$ cat config.mk
export PLATFORM = sky130hd
export DESIGN_NAME = control_sequencer
export DESIGN_NICKNAME = d
export VERILOG_FILES = /design/src/rtl/control_sequencer.sv
export SDC_FILE = /design/constraint.sdc
export NUM_CORES = 1
export LEC_CHECK = 0
export CAP_MARGIN = 20
export CORE_MARGIN = 2
export CORE_UTILIZATION = 55
export CTS_CLUSTER_SIZE = 24
export DETAILED_ROUTE_END_ITERATION = 10
export DONT_BUFFER_PORTS = 1
export PLACE_DENSITY = 0.72
export RECOVER_POWER = 25
export SYNTH_ARGS = -nofsm -noshare
export SYNTH_HDL_FRONTEND = slang
export SYNTH_SLANG_ARGS = --single-unit
export TNS_END_PERCENT = 1
$ cat constraint.sdc
create_clock -name i_clk -period 5.5 [get_ports i_clk]
set_input_delay 1.1 -clock i_clk [delete_from_list [all_inputs] [get_ports i_clk]]
set_output_delay 1.1 -clock i_clk [all_outputs]
set_load 0.02 [all_outputs]
$ cat src/rtl/control_sequencer.sv
// Hardwired Moore control unit for the single-bus datapath: fetch in T0-T2,
// three-operand ALU execute in T3-T5, with memory wait, halt and retire counting.
//
// state | meaning
// IDLE  | waiting for start
// T0    | PC to MAR, PC+1 into Z
// T1    | Z to PC, memory read (held until mem ready)
// T2    | MDR to IR
// T3    | decode; Rb into Y for ALU ops
// T4    | Rc op Y into Z
// T5    | Z into Ra, retire
// HALT  | stopped until reset
module control_sequencer #(
  parameter int          CNT_W    = 16,
  parameter logic [4:0]  OPC_ADD  = 5'b00011,
  parameter logic [4:0]  OPC_SUB  = 5'b00100,
  parameter logic [4:0]  OPC_AND  = 5'b01001,
  parameter logic [4:0]  OPC_OR   = 5'b01010,
  parameter logic [4:0]  OPC_NOP  = 5'b11011,
  parameter logic [4:0]  OPC_HALT = 5'b11100
) (
  input  logic             i_clk,
  input  logic             i_rst_n,
  input  logic             i_start,
  input  logic             i_mem_ready,
  input  logic [31:0]      i_ir,
  output logic             o_pcout,
  output logic             o_zlowout,
  output logic             o_mdrout,
  output logic             o_rout,
  output logic             o_marin,
  output logic             o_pcin,
  output logic             o_mdrin,
  output logic             o_irin,
  output logic             o_yin,
  output logic             o_zin,
  output logic             o_rin,
  output logic             o_incpc,
  output logic             o_read,
  output logic             o_add,
  output logic             o_sub,
  output logic             o_and,
  output logic             o_or,
  output logic [3:0]       o_rsel,
  output logic [3:0]       o_present_state,
  output logic             o_illegal,
  output logic             o_halted,
  output logic [CNT_W-1:0] o_instr_count
);

  typedef enum logic [3:0] {
    S_IDLE = 4'd0,
    S_T0   = 4'd1,
    S_T1   = 4'd2,
    S_T2   = 4'd3,
    S_T3   = 4'd4,
    S_T4   = 4'd5,
    S_T5   = 4'd6,
    S_HALT = 4'd7
  } state_t;

  state_t           r_state;
  logic [CNT_W-1:0] r_instr_count;

  logic [4:0] w_opc;
  logic [3:0] w_ra, w_rb, w_rc;
  logic       w_is_add, w_is_sub, w_is_and, w_is_or, w_is_alu;
  logic       w_is_nop, w_is_halt;
  logic       w_unused_ir;

  assign w_opc       = i_ir[31:27];
  assign w_ra        = i_ir[26:23];
  assign w_rb        = i_ir[22:19];
  assign w_rc        = i_ir[18:15];
  assign w_unused_ir = ^i_ir[14:0];

  assign w_is_add  = (w_opc == OPC_ADD);
  assign w_is_sub  = (w_opc == OPC_SUB);
  assign w_is_and  = (w_opc == OPC_AND);
  assign w_is_or   = (w_opc == OPC_OR);
  assign w_is_alu  = w_is_add | w_is_sub | w_is_and | w_is_or;
  assign w_is_nop  = (w_opc == OPC_NOP);
  assign w_is_halt = (w_opc == OPC_HALT);

  always_ff @(posedge i_clk or negedge i_rst_n) begin
    if (!i_rst_n) begin
      r_state       <= S_IDLE;
      r_instr_count <= '0;
    end else begin
      case (r_state)
        S_IDLE: if (i_start) r_state <= S_T0;
        S_T0:   r_state <= S_T1;
        S_T1:   if (i_mem_ready) r_state <= S_T2;
        S_T2:   r_state <= S_T3;
        S_T3: begin
          if (w_is_alu) begin
            r_state <= S_T4;
          end else if (w_is_nop) begin
            r_instr_count <= r_instr_count + CNT_W'(1);
            r_state       <= S_T0;
          end else if (w_is_halt) begin
            r_instr_count <= r_instr_count + CNT_W'(1);
            r_state       <= S_HALT;
          end else begin
            r_state <= S_T0;
          end
        end
        S_T4:   r_state <= S_T5;
        S_T5: begin
          r_instr_count <= r_instr_count + CNT_W'(1);
          r_state       <= S_T0;
        end
        S_HALT: r_state <= S_HALT;
        default: r_state <= S_IDLE;
      endcase
    end
  end

  // IR is only loaded at the end of T2, so T3-T5 strobes decode it combinationally.
  always_comb begin
    o_pcout   = 1'b0;
    o_zlowout = 1'b0;
    o_mdrout  = 1'b0;
    o_rout    = 1'b0;
    o_marin   = 1'b0;
    o_pcin    = 1'b0;
    o_mdrin   = 1'b0;
    o_irin    = 1'b0;
    o_yin     = 1'b0;
    o_zin     = 1'b0;
    o_rin     = 1'b0;
    o_incpc   = 1'b0;
    o_read    = 1'b0;
    o_add     = 1'b0;
    o_sub     = 1'b0;
    o_and     = 1'b0;
    o_or      = 1'b0;
    o_rsel    = 4'd0;
    o_illegal = 1'b0;
    o_halted  = 1'b0;
    case (r_state)
      S_T0: begin
        o_pcout = 1'b1;
        o_marin = 1'b1;
        o_incpc = 1'b1;
        o_zin   = 1'b1;
      end
      S_T1: begin
        o_zlowout = 1'b1;
        o_pcin    = 1'b1;
        o_read    = 1'b1;
        o_mdrin   = 1'b1;
      end
      S_T2: begin
        o_mdrout = 1'b1;
        o_irin   = 1'b1;
      end
      S_T3: begin
        if (w_is_alu) begin
          o_rout = 1'b1;
          o_yin  = 1'b1;
          o_rsel = w_rb;
        end else if (!w_is_nop && !w_is_halt) begin
          o_illegal = 1'b1;
        end
      end
      S_T4: begin
        o_rout = 1'b1;
        o_zin  = 1'b1;
        o_rsel = w_rc;
        o_add  = w_is_add;
        o_sub  = w_is_sub;
        o_and  = w_is_and;
        o_or   = w_is_or;
      end
      S_T5: begin
        o_zlowout = 1'b1;
        o_rin     = 1'b1;
        o_rsel    = w_ra;
      end
      S_HALT: o_halted = 1'b1;
      default: ;
    endcase
  end

  assign o_present_state = r_state;
  assign o_instr_count   = r_instr_count;

endmodule
==> metrics.csv <==
stage,metric,value,unit
grt,M2 GR Usage,28.7,%
grt,met3 usage,4.86,%
setup_path,WP data arrival,2.65,ns
clock_tree,CTS HTree Levels,1,
timing,worst slew margin relative to its limit,29.2,%
pwr,Switching Fraction,51.5,%
timing,fmax,0.267,GHz
floorplanning,Die ar.,2750,µm²
floorplanning,chip width,52.5,µm
setup_path,startpoint types,register,
timing,Worst-Margin Slew,1.06,ns
yosys,asr flop ratio synth,100,%
grt,most crowded layer after global routing,met2,
detailed_routing,Routed Antenna Nets,0,
detailed_routing,drt pass-1 iters,4,
grt,met1 usage,25.5,%
yosys,mapped cell area,1290,µm²
clock_tree,root buf cell,clkbuf_4,
pwr,Leak,0.537,nW
placed_design,post-DP HPWL,1880,µm
clock_tree,TritonCTS clock tree,yes,
yosys,cells after synthesis,128,
final_layout,fin util,56.8,%
timing,final setup vio count,0,
grt,grt ovf,0,
clock_tree,TritonCTS Buffers,3,
pwr,Comb power frac,38.9,%
worst_hold_path,Hold Path Class,in -> async,
final_layout,layout cell share with drive strength beyond 1,10.2,%
setup_path,Worst setup EP type,primary output,
placed_design,placed cell count,142,
setup_path,peak fanout along the critical path,20,
flow_run,maxcap violations,0,
placed_design,DP Area,1230,µm²
floorplanning,die span in y,52.5,µm
setup_path,r2r setup slk,2.94,ns
pwr,Int Pwr,0.000247,W
final_layout,Final #Nets,156,
yosys,synthesized area per cell,10.1,µm²
detailed_routing,Via density,6.34,
timing,unrepaired setup endpoints after global routing,false,
floorplanning,Initial Util,58.4,%
yosys,"Top FF cell, synth",dfrtp_1,
final_layout,# diodes,0,
clock_tree,Worst-path clk slew,0.11,ns
timing,final worst path period need,3.75,ns
timing,Setup Skew,0.00445,ns
final_layout,post-route design area,1260,µm²
clock_tree,Sinks on Clock Net,19,
yosys,Post-Synthesis Net Count,165,
timing,final hold violation count,0,
floorplanning,Rows,17,
clock_tree,CTS Buffer Depth,2,
pwr,Pwr Density,405,nW/µm²
grt,largest net degree at the start of global routing,21,
grt,first-pass GRT wire length,3820,µm
floorplanning,IO Count,79,
timing,fin. max-slew vios,0,
clock_tree,# hold bufs at CTS,0,
final_layout,Finished Layout Cells,146,
timing,crit share post-route,68.1,%
pwr,Peak VDD IR,356,µV
clock_tree,PostCTS Resize Cnt,0,
placed_design,port bufs,0,
yosys,Post-synth EDFFs,0,
detailed_routing,final wirelength,2490,µm
clock_tree,clk_lat worst skew,0.29,ns
yosys,register area share after synthesis,36.8,%
grt,vias in the first global route,848,
clock_tree,Post-CTS Setup Inserts,0,
yosys,Yosys warnings,0,
setup_path,Critical Path RT,4.40,ns
yosys,Netlist cell types,39,
placed_design,gpl congestion,0.683,
pwr,clock network fraction of design power,13.7,%
pwr,switching power total,0.000262,W
pwr,sequential share of power,47.4,%
final_layout,Layout area overhead,-2.62,%
pwr,Final Total Pwr,0.000509,W
detailed_routing,First DRT Iteration DRCs,17,
timing,total negative slack,0,ns
grt,gr usage total,18.3,%
detailed_routing,Post-route DRC,0,
grt,initial antenna violation count,0,
run_status,status,completed,
floorplanning,core area,2210,µm²
detailed_routing,wire length per cell,17.1,µm
detailed_routing,Vias,925,
yosys,synthesized flop and latch total,19,
setup_path,Setup CP Type,reg -> out,
cell usage in the layout (no fill, tap or decap), types with 2 or more instances in the layout:
cell / count
and4_1: 3
dfrtp_1: 19
o2111ai_1: 4
o211ai_1: 4
a22o_1: 4
and2_1: 5
clkbuf_4: 3
nand2_1: 5
a21o_1: 4
o2111ai_2: 3
a21oi_1: 2
inv_1: 3
and3_1: 8
nor2_1: 6
o21ai_0: 3
nor3_1: 4
xnor2_1: 17
nand2b_1: 2
area by class of cell:
class	count	area, µm²
inverter	3	11.3
clock inverter	1	5.00
clock buffer	3	22.5
tap	28	35.0
multi-input combinational	92	708
fill	204	955
sequential	19	475
state kept, by name, summed over array words and instances (netlist names):
register,flops
o_instr_count,16
o_present_state,3
worst paths after layout:
path                                                     start                             to  depth (start not counted)
worst max-delay path            o_present_state[1]$_DFFE_PN0P_                      o_rsel[0]                          4
worst min-delay path                                   i_rst_n  o_instr_count[13]$_DFFE_PN0P_                          0
worst max register to register  o_present_state[1]$_DFFE_PN0P_   o_instr_count[1]$_DFFE_PN0P_                          4
worst min register to register   o_instr_count[15]$_DFFE_PN0P_  o_instr_count[15]$_DFFE_PN0P_                          1
max in group asynchronous                              i_rst_n   o_instr_count[1]$_DFFE_PN0P_                          0
min in group i_clk               o_instr_count[15]$_DFFE_PN0P_  o_instr_count[15]$_DFFE_PN0P_                          1
power by group through the flow:
| stage | sequential, W | clock, W | combinational (W) |
|---|---|---|---|
| after global placement | 0.000241 | 0 | 0.000193 |
| after CTS | 0.000241 | 0.0000723 | 0.000199 |
| after floorplan | 0.000232 | 0 | 0.000207 |
| after global routing | 0.000247 | 0.0000775 | 0.000218 |
| final | 0.000241 | 0.0000696 | 0.000198 |
| after detailed placement | 0.000244 | 0 | 0.000198 |
cell usage after synthesis (4+ instances only):
cell | count | area (µm²)
o211ai_1 | 4 | 30.0
o2111ai_1 | 4 | 35.0
a21o_1 | 4 | 30.0
nor3_1 | 4 | 20.0
a22o_1 | 4 | 35.0
nand2_1 | 5 | 18.8
buf_4 | 7 | 52.6
xnor2_1 | 17 | 149
nor2_1 | 6 | 22.5
and2_1 | 5 | 31.3
dfrtp_1 | 19 | 475
and3_1 | 8 | 50.1
cell families after synthesis:
group           Yosys count  share of synthesized area [%]
simple gates             40                           18.1
buf+inv                  17                           8.33
mux                       2                           1.65
flops                    19                           36.8
fa+ha+maj                 1                          0.969
compound gates           30                           21.6
xor+xnor                 18                           12.2
other cells               1                          0.290
routing by layer:
| layer | wire length (µm) | part of all wire [%] |
|---|---|---|
| met1 | 1090 | 44 |
| met2 | 1200 | 48 |
| met3 | 192 | 7.7 |
| met4 | 8 | 0.32 |
| met5 | 0 | 0 |
critical path, cell delays in order, from the launching register on:
cell and delay, ns:
dfrtp_1 0.60, nor2b_1 0.46, and2_1 0.83, a22o_1 0.27
a21o_1 0.19
metrics by stage:
| stage | setup WS (ns) | hold slack, ns |
|---|---|---|
| after floorplan | 1.72 | 0.583 |
| after global placement | 1.77 | 0.607 |
| after detailed placement | 1.76 | 0.613 |
| after CTS | 1.75 | 0.473 |
| after global routing | 1.62 | 0.459 |
| final | 1.75 | 0.483 |
(Power assumes the default switching activity.)
